$ cat config.mk
export PLATFORM = sky130hd
export DESIGN_NAME = nco_acq_sweep_ctrl
export DESIGN_NICKNAME = d
export VERILOG_FILES = /design/src/rtl/nco_acq_sweep_ctrl.sv
export SDC_FILE = /design/constraint.sdc
export NUM_CORES = 1
export LEC_CHECK = 0
export BUFFER_PORTS_ARGS = -buffer_cell sky130_fd_sc_hd__buf_2
export CORE_AREA = 8 8 212 214
export DETAILED_ROUTE_END_ITERATION = 12
export DIE_AREA = 0 0 220 222
export PLACE_DENSITY = 0.55
export SYNTH_ARGS = -nofsm -noshare
export SYNTH_HDL_FRONTEND = slang
export SYNTH_SLANG_ARGS = --single-unit
$ cat constraint.sdc
create_clock -name clk -period 7.8 [get_ports clk]
set_input_delay 0.39 -clock clk [delete_from_list [all_inputs] [get_ports clk]]
set_output_delay 0.39 -clock clk [all_outputs]
set_load 0.05 [all_outputs]
$ cat src/rtl/nco_acq_sweep_ctrl.sv
// Carrier-acquisition controller for the Costas-loop NCO. It sweeps phi_inc across a band,
// confirms lock from the arm-detector metric, then passes fine control to the loop filter.
//
//  state   | meaning
//  IDLE    | disabled, phi_inc follows f_lo, outputs not valid
//  SWEEP   | stepping freq, dwell_len metric samples per step
//  CONFIRM | freq held, counting consecutive lock hits
//  TRACK   | freq frozen as base, loop correction applied, watching for loss of lock
module nco_acq_sweep_ctrl #(
  parameter int PHASE_WIDTH  = 32,
  parameter int METRIC_WIDTH = 16,
  parameter int CONFIRM_N    = 4,
  parameter int UNLOCK_N     = 8
) (
  input  logic                    clk,
  input  logic                    reset,
  input  logic                    enable,
  input  logic [PHASE_WIDTH-1:0]  f_lo,
  input  logic [PHASE_WIDTH-1:0]  f_step,
  input  logic [15:0]             n_steps,
  input  logic [15:0]             dwell_len,
  input  logic [METRIC_WIDTH-1:0] lock_thresh,
  input  logic [METRIC_WIDTH-1:0] unlock_thresh,
  input  logic [METRIC_WIDTH-1:0] lock_metric,
  input  logic                    metric_valid,
  input  logic [PHASE_WIDTH-1:0]  loop_corr,
  input  logic                    corr_valid,
  output logic [PHASE_WIDTH-1:0]  phi_inc_o,
  output logic                    phi_valid,
  output logic [1:0]              state_o,
  output logic                    locked,
  output logic [7:0]              sweep_wraps
);

  localparam int HW = $clog2(CONFIRM_N + 1);
  localparam int UW = $clog2(UNLOCK_N + 1);

  typedef enum logic [1:0] {
    S_IDLE    = 2'd0,
    S_SWEEP   = 2'd1,
    S_CONFIRM = 2'd2,
    S_TRACK   = 2'd3
  } state_t;

  state_t                  state_q, state_d;
  logic [PHASE_WIDTH-1:0]  freq_q, freq_d;
  logic [PHASE_WIDTH-1:0]  f_lo_q, f_lo_d;
  logic [PHASE_WIDTH-1:0]  f_step_q, f_step_d;
  logic [15:0]             n_steps_q, n_steps_d;
  logic [15:0]             dwell_len_q, dwell_len_d;
  logic [15:0]             step_q, step_d;
  logic [15:0]             dwell_q, dwell_d;
  logic [HW-1:0]           hits_q, hits_d;
  logic [UW-1:0]           miss_q, miss_d;
  logic [7:0]              wraps_q, wraps_d;
  logic [PHASE_WIDTH-1:0]  phi_q, phi_d;
  logic                    phi_valid_q, phi_valid_d;
  logic                    locked_q, locked_d;

  logic lock_hit;
  logic track_miss;

  assign lock_hit   = metric_valid && (lock_metric >= lock_thresh);
  assign track_miss = metric_valid && (lock_metric < unlock_thresh);

  always_comb begin
    state_d     = state_q;
    freq_d      = freq_q;
    f_lo_d      = f_lo_q;
    f_step_d    = f_step_q;
    n_steps_d   = n_steps_q;
    dwell_len_d = dwell_len_q;
    step_d      = step_q;
    dwell_d     = dwell_q;
    hits_d      = hits_q;
    miss_d      = miss_q;
    wraps_d     = wraps_q;
    phi_d       = phi_q;

    case (state_q)
      S_IDLE: begin
        phi_d = f_lo;
        if (enable) begin
          f_lo_d      = f_lo;
          f_step_d    = f_step;
          n_steps_d   = (n_steps == 16'd0) ? 16'd1 : n_steps;
          dwell_len_d = (dwell_len == 16'd0) ? 16'd1 : dwell_len;
          freq_d      = f_lo;
          step_d      = '0;
          dwell_d     = '0;
          hits_d      = '0;
          miss_d      = '0;
          wraps_d     = '0;
          state_d     = S_SWEEP;
        end
      end

      S_SWEEP: begin
        if (lock_hit) begin
          // a hit on the last dwell sample must not advance the step
          hits_d  = HW'(1);
          miss_d  = '0;
          state_d = (CONFIRM_N <= 1) ? S_TRACK : S_CONFIRM;
        end else if (metric_valid) begin
          if (dwell_q == dwell_len_q - 16'd1) begin
            dwell_d = '0;
            if (step_q == n_steps_q - 16'd1) begin
              step_d  = '0;
              freq_d  = f_lo_q;
              wraps_d = (wraps_q == 8'hFF) ? wraps_q : wraps_q + 8'd1;
            end else begin
              step_d = step_q + 16'd1;
              freq_d = freq_q + f_step_q;
            end
          end else begin
            dwell_d = dwell_q + 16'd1;
          end
        end
        phi_d = freq_d;
      end

      S_CONFIRM: begin
        if (lock_hit) begin
          hits_d = hits_q + HW'(1);
          if (hits_q >= HW'(CONFIRM_N - 1)) begin
            miss_d  = '0;
            state_d = S_TRACK;
          end
        end else if (metric_valid) begin
          dwell_d = '0;
          state_d = S_SWEEP;
        end
        phi_d = freq_q;
      end

      S_TRACK: begin
        if (track_miss) begin
          if (miss_q >= UW'(UNLOCK_N - 1)) begin
            miss_d  = '0;
            dwell_d = '0;
            state_d = S_SWEEP;
          end else begin
            miss_d = miss_q + UW'(1);
          end
        end else if (metric_valid) begin
          miss_d = '0;
        end
        // loss of lock drops the correction even if one arrives the same cycle
        if (state_d == S_SWEEP) begin
          phi_d = freq_q;
        end else if (corr_valid) begin
          phi_d = freq_q + loop_corr;
        end
      end

      default: state_d = S_IDLE;
    endcase

    if (!enable) begin
      state_d = S_IDLE;
      phi_d   = f_lo;
    end

    phi_valid_d = (state_d != S_IDLE);
    locked_d    = (state_d == S_TRACK);
  end

  always_ff @(posedge clk or posedge reset) begin
    if (reset) begin
      state_q     <= S_IDLE;
      freq_q      <= '0;
      f_lo_q      <= '0;
      f_step_q    <= '0;
      n_steps_q   <= '0;
      dwell_len_q <= '0;
      step_q      <= '0;
      dwell_q     <= '0;
      hits_q      <= '0;
      miss_q      <= '0;
      wraps_q     <= '0;
      phi_q       <= '0;
      phi_valid_q <= 1'b0;
      locked_q    <= 1'b0;
    end else begin
      state_q     <= state_d;
      freq_q      <= freq_d;
      f_lo_q      <= f_lo_d;
      f_step_q    <= f_step_d;
      n_steps_q   <= n_steps_d;
      dwell_len_q <= dwell_len_d;
      step_q      <= step_d;
      dwell_q     <= dwell_d;
      hits_q      <= hits_d;
      miss_q      <= miss_d;
      wraps_q     <= wraps_d;
      phi_q       <= phi_d;
      phi_valid_q <= phi_valid_d;
      locked_q    <= locked_d;
    end
  end

  assign phi_inc_o   = phi_q;
  assign phi_valid   = phi_valid_q;
  assign state_o     = state_q;
  assign locked      = locked_q;
  assign sweep_wraps = wraps_q;

endmodule

**Word level (Yosys, flattened, before mapping)**

Index checks and enable logic that the tools add are counted.

- Add/sub/neg operators: 9
- Multiply operators: 0
- Div/mod/pow operators: 0
- Magnitude comparators: 4
- Equal/unequal tests: 23
- Shift-type cells: 0
- Muxes and demuxes: 54
- Bitwise gates (word level): 0
- Reduce and logical (&&, ||, !) cells: 15

Operator list:

| kind | number |
|---|---|
| $mux 32 | 8 |
| $mux 16 | 14 |
| $pmux 32 s4 | 1 |
| $add 32x32->32 | 2 |
| $pmux 16 s4 | 1 |
| $pmux 32 s2 | 1 |
| $mux 8 | 6 |
| $add 16x1->16 const B | 2 |
| $eq 16x16->1 | 2 |
| $logic_not 16->1 | 2 |
| $pmux 16 s2 | 1 |
| $sub 16x1->16 const B | 2 |
| $mux 4 | 7 |
| $ne 2x2->1 const B | 13 |
| $ge 16x16->1 | 1 |
| $lt 16x16->1 | 1 |
| $mux 2 | 8 |
| $pmux 4 s4 | 1 |
| $pmux 8 s2 | 1 |
| $reduce_and 7->1 | 2 |
| $reduce_and 5->1 | 2 |
| $mux 3 | 3 |
| $pmux 3 s3 | 1 |
| $add 8x1->8 const B | 1 |
| 16 further kinds | 22 |

- Register bits after elaboration: 211
- Latch bits: 0
- RAM bits: 0
- Bits in read-only memories: 0
- Output and inout port bits: 44
- Logic and storage cells: 119
- Memories: 0

**Depth between registers and ports, before layout**

- Depth in word-level cells: 8
- Depth in mapped cells: 15

**Worst setup path after synthesis**

Ideal clock, no wire load.

- Path kind: reg-to-reg
- Start point: register dwell_len_q[0]
- End point: register freq_q[5]
- Data arrival time: 3211 ps
- Required time: 7682 ps
- Slack: 4471 ps
- Cell stages (with the launch flop): 15
- Clock period less this slack: 3329 ps
- Path through: dfrtp_1 -> inv_1 -> ha_1 -> or4b_1 -> clkbuf_1 -> o31a_1 -> or3_1 -> a31oi_1 -> nand4_1 -> buf_2 -> or2_4 -> buf_6 -> and2_1 -> o21bai_1 -> a21o_1

- Longest elaborated chain between the ends: 6

Ends and longest elaborated chain:

| what | RTL line | source |
|---|---|---|
| start: declaration | 50 | `logic [15:0] dwell_len_q, dwell_len_d;` |
| start signal: assignment | 190 | `dwell_len_q <= dwell_len_d;` |
| $sub 16x1->16 | 105 | `if (dwell_q == dwell_len_q - 16'd1) begin` |
| $eq 16x16->1 | 105 |  |
| $mux 32 | 105 |  |
| $mux 32 | 104 | `end else if (metric_valid) begin` |
| $mux 32 | 99 | `if (lock_hit) begin` |
| $pmux 32 s2 | 80 | `case (state_q)` |
| end signal: assignment | 186 | `freq_q <= freq_d;` |
| end: declaration | 46 | `logic [PHASE_WIDTH-1:0] freq_q, freq_d;` |

Every way passes these cells.
A chain may end at the register's enable or synchronous reset.

**Final worst setup path**

- Start point: register dwell_len_q[0]
- End point: register phi_q[24] (netlist: phi_inc_o[24])

- Longest elaborated chain between the ends: 7

Ends and longest elaborated chain:

| what | RTL line | source |
|---|---|---|
| $sub 16x1->16 | 105 |  |
| $eq 16x16->1 | 105 |  |
| $mux 32 | 105 |  |
| $mux 32 | 104 |  |
| $mux 32 | 99 |  |
| $pmux 32 s4 | 80 |  |
| $mux 32 | 159 | `if (!enable) begin` |
| end signal: assignment | 196 | `phi_q <= phi_d;` |
| end: declaration | 56 | `logic [PHASE_WIDTH-1:0] phi_q, phi_d;` |

Every way passes these cells.

==> results.toml <==
[clock_network]
path_clk_slew_ps = 70
ctsResizeCount = 0
clock-sinks = 211
numCtsBuffers = 26
cts-root-buf = "clkbuf_16"
clk_latency_ps = 550
cts_tree = "yes"
clk_path_buf_depth = 3
cts_setup_buffers = 0
h-tree-depth = 1
cts-hold-fix-buffers = 0

[timing]
rsz0062_at_grt = "no"
period_share_pct = 62.5
skew_ps = 15.2
relSlewSlack_pct = 19.2
fmax_mhz = 205
period_needed_ps = 4880
finalSetupTns_ps = 0
max_slew.worst_pin.slew_ps = 1200
setup_violations = 0
finalMaxSlewViolations = 0
report.final.hold_viol_count = 0

[routing]
remaining_drc_errors = 0
routed_via_density = 6.01
first_iter_violations = 1188
first_pass_iters = 5
routedWlPerCell_um = 22.7
vias = 15700
wl_um = 59100
ant_nets = 0

[logic_synthesis]
ys.flop_type = "dfrtp_1"
synth.avg_cell_area_sq_um = 8.74
synth-edff-count = 0
syn-num-nets = 2159
yosysMostFrequentCell = "dfrtp_1"
synth_async_sr_flop_share_pct = 100
synthDominantCellAreaShare_pct = 32.3
synth_cell_types = 87
syn_area_sq_um = 16300
synth_top_area_cell = "dfrtp_1"
synth.yosys.seq_area_share_pct = 32.3
synthTopCellsByArea = "dfrtp_1 32%, ha_1 8.0%, mux2_2 7.0%, a21oi_1 4.5%, nand2_1 3.4%"
ys_top_cells_by_count = "211 x dfrtp_1, 150 x nand2_1, 146 x a21oi_1, 141 x nor2_1, 105 x ha_1"
netlist_instances = 1871
ys_ff_latch = 211
yosysWarningCount = 0

[floorplanning]
start_util_pct = 39.4
die_h_um = 222
coreArea_sq_um = 41500
rows = 75
dieWidth_um = 220
io_pins = 225
die_area_sq_um = 48800

[run_status]
status = "finished, final reports clean"

[power_and_ir_drop]
p_sw_mw = 1.98
swShare_pct = 41.3
intPower_mw = 2.81
p_per_area_nw_per_um2 = 255
ir_drop_v = 0.000190
p_clk_share_pct = 25.3
p_leak_nw = 8.32
finalPower_mw = 4.78
seqPwrFrac_pct = 31.6
power_frac_comb_pct = 43.1

[finish]
fin_area_sq_um = 18800
area_growth_pct = 14.8
nNetsFinal = 2338
layout-drive-gt1-share_pct = 20.1

[setup_path]
worstPathRequired_ps = 8220
end_kind = "flop"
startpoint_type = "flop"
crit_type = "flop to flop"
critPathMaxFanout = 15
arrival_ps = 5300

[global_route]
grt_pass1_vias = 15500
antenna_found_initial = 1
grt_max_degree = 122
grt_use_total_pct = 23.6
grt_pass1_wl_um = 91200
overflow = 0

[placed_design]
hpwl_um = 44900
place_congestion = 0.917
place_area_sq_um = 17900
port_buffers = 224

[flow_run]
maxCapViolCount = 0

[worst_hold_path]
hp-class = "primary input to async pin"
## cell usage in the layout, fill, tap and decap left out, drive strengths merged, types with 16 or more instances in the layout
| cell type | instances |
|---|---|
| a211oi | 20 |
| a21o | 44 |
| a21oi | 147 |
| a221oi | 22 |
| a22oi | 16 |
| a31oi | 28 |
| and2 | 20 |
| and3 | 26 |
| buf | 243 |
| clkbuf | 38 |
| dfrtp | 211 |
| ha | 105 |
| inv | 72 |
| mux2 | 102 |
| mux2i | 25 |
| nand2 | 150 |
| nand2b | 25 |
| nand3 | 50 |
| nand4 | 29 |
| nor2 | 142 |
| nor2b | 16 |
| nor3 | 31 |
| nor4 | 24 |
| o211ai | 26 |
| o21a | 16 |
| o21ai | 119 |
| o31ai | 17 |
| xnor2 | 59 |
| xor2 | 38 |
## metrics by stage
stage	std cells	util (%)	setup WS, ps	hold WS, ps
after global routing	2606	45.2	2520	65.6
after floorplan	1871	-	1640	471
after CTS	2606	45.2	2920	52.6
after detailed placement	2561	43.2	2890	491
final	2608	45.3	2920	27.8
after global placement	2561	43.2	3080	480
## final timing paths
kind	from	end	slack (ps)	depth (start not counted)
max in group asynchronous	reset	dwell_q[12]$_DFFE_PP0P_	6440	3
max reg2reg	dwell_len_q[0]$_DFFE_PP0P_	phi_inc_o[24]$_DFFE_PP0P_	2920	11
min reg2reg	f_lo_q[28]$_DFFE_PP0P_	f_lo_q[28]$_DFFE_PP0P_	500	1
max	dwell_len_q[0]$_DFFE_PP0P_	phi_inc_o[24]$_DFFE_PP0P_	2920	11
min	reset	n_steps_q[13]$_DFFE_PP0P_	30	2
min in group clk	f_step[31]	f_step_q[31]$_DFFE_PP0P_	80	2
## registers in the layout, summed over array words and instances, names as in the netlist
register,count
locked,1
phi_inc_o,32
f_step_q,32
state_o,2
step_q,16
dwell_q,16
sweep_wraps,8
phi_valid,1
n_steps_q,16
f_lo_q,32
hits_q,3
freq_q,32
miss_q,4
dwell_len_q,16
## layer usage
layer	vias to the layer above	wire length [um]	track usage (%)
li1	7352	-	-
met1	7584	25200	30.7
met2	583	27500	38.7
met3	143	3340	2.99
met4	2	3050	10.2
met5	-	11	0
## power by group through the flow
stage / Combinational, mW / Sequential, mW / Clock, mW
floorplan: 1.47 / 1.46 / 0
global placement: 2.02 / 1.52 / 0
detailed placement: 2.03 / 1.53 / 0
CTS: 2.05 / 1.51 / 1.24
global route: 2.26 / 1.53 / 1.28
finish: 2.06 / 1.51 / 1.21
## cell families (layout without fill, tap and decap cells)
group | count (synthesis) | after routing | share of synthesized area, %
compound gates | 574 | 574 | 23.0
xor+xnor | 97 | 97 | 5.20
fa+ha+maj | 107 | 107 | 8.28
buf+inv | 164 | 360 | 4.12
flops | 211 | 211 | 32.3
mux | 127 | 127 | 8.56
other cells | 0 | 2 | 0
simple gates | 591 | 591 | 18.5
## layout make-up
cell class | instances | area [sq um]
timing repair buffer | 243 | 1260
multi-input combinational | 1496 | 10400
tap | 539 | 674
clock buffer | 38 | 777
antenna | 2 | 5.00
sequential | 211 | 5280
inverter | 72 | 278
fill | 4139 | 22700
clock inverter | 7 | 63.8
## critical path: stages, from the launching register on
cell      delay (ps)
dfrtp_1          410
inv_1             90
ha_1             260
or4b_1           610
o31a_1           340
or3_1            350
a31oi_1          250
nand4_1          410
o21ai_1         1090
nand2b_1         400
a221oi_1         400
o22ai_1          120
(Power assumes the default switching activity.)
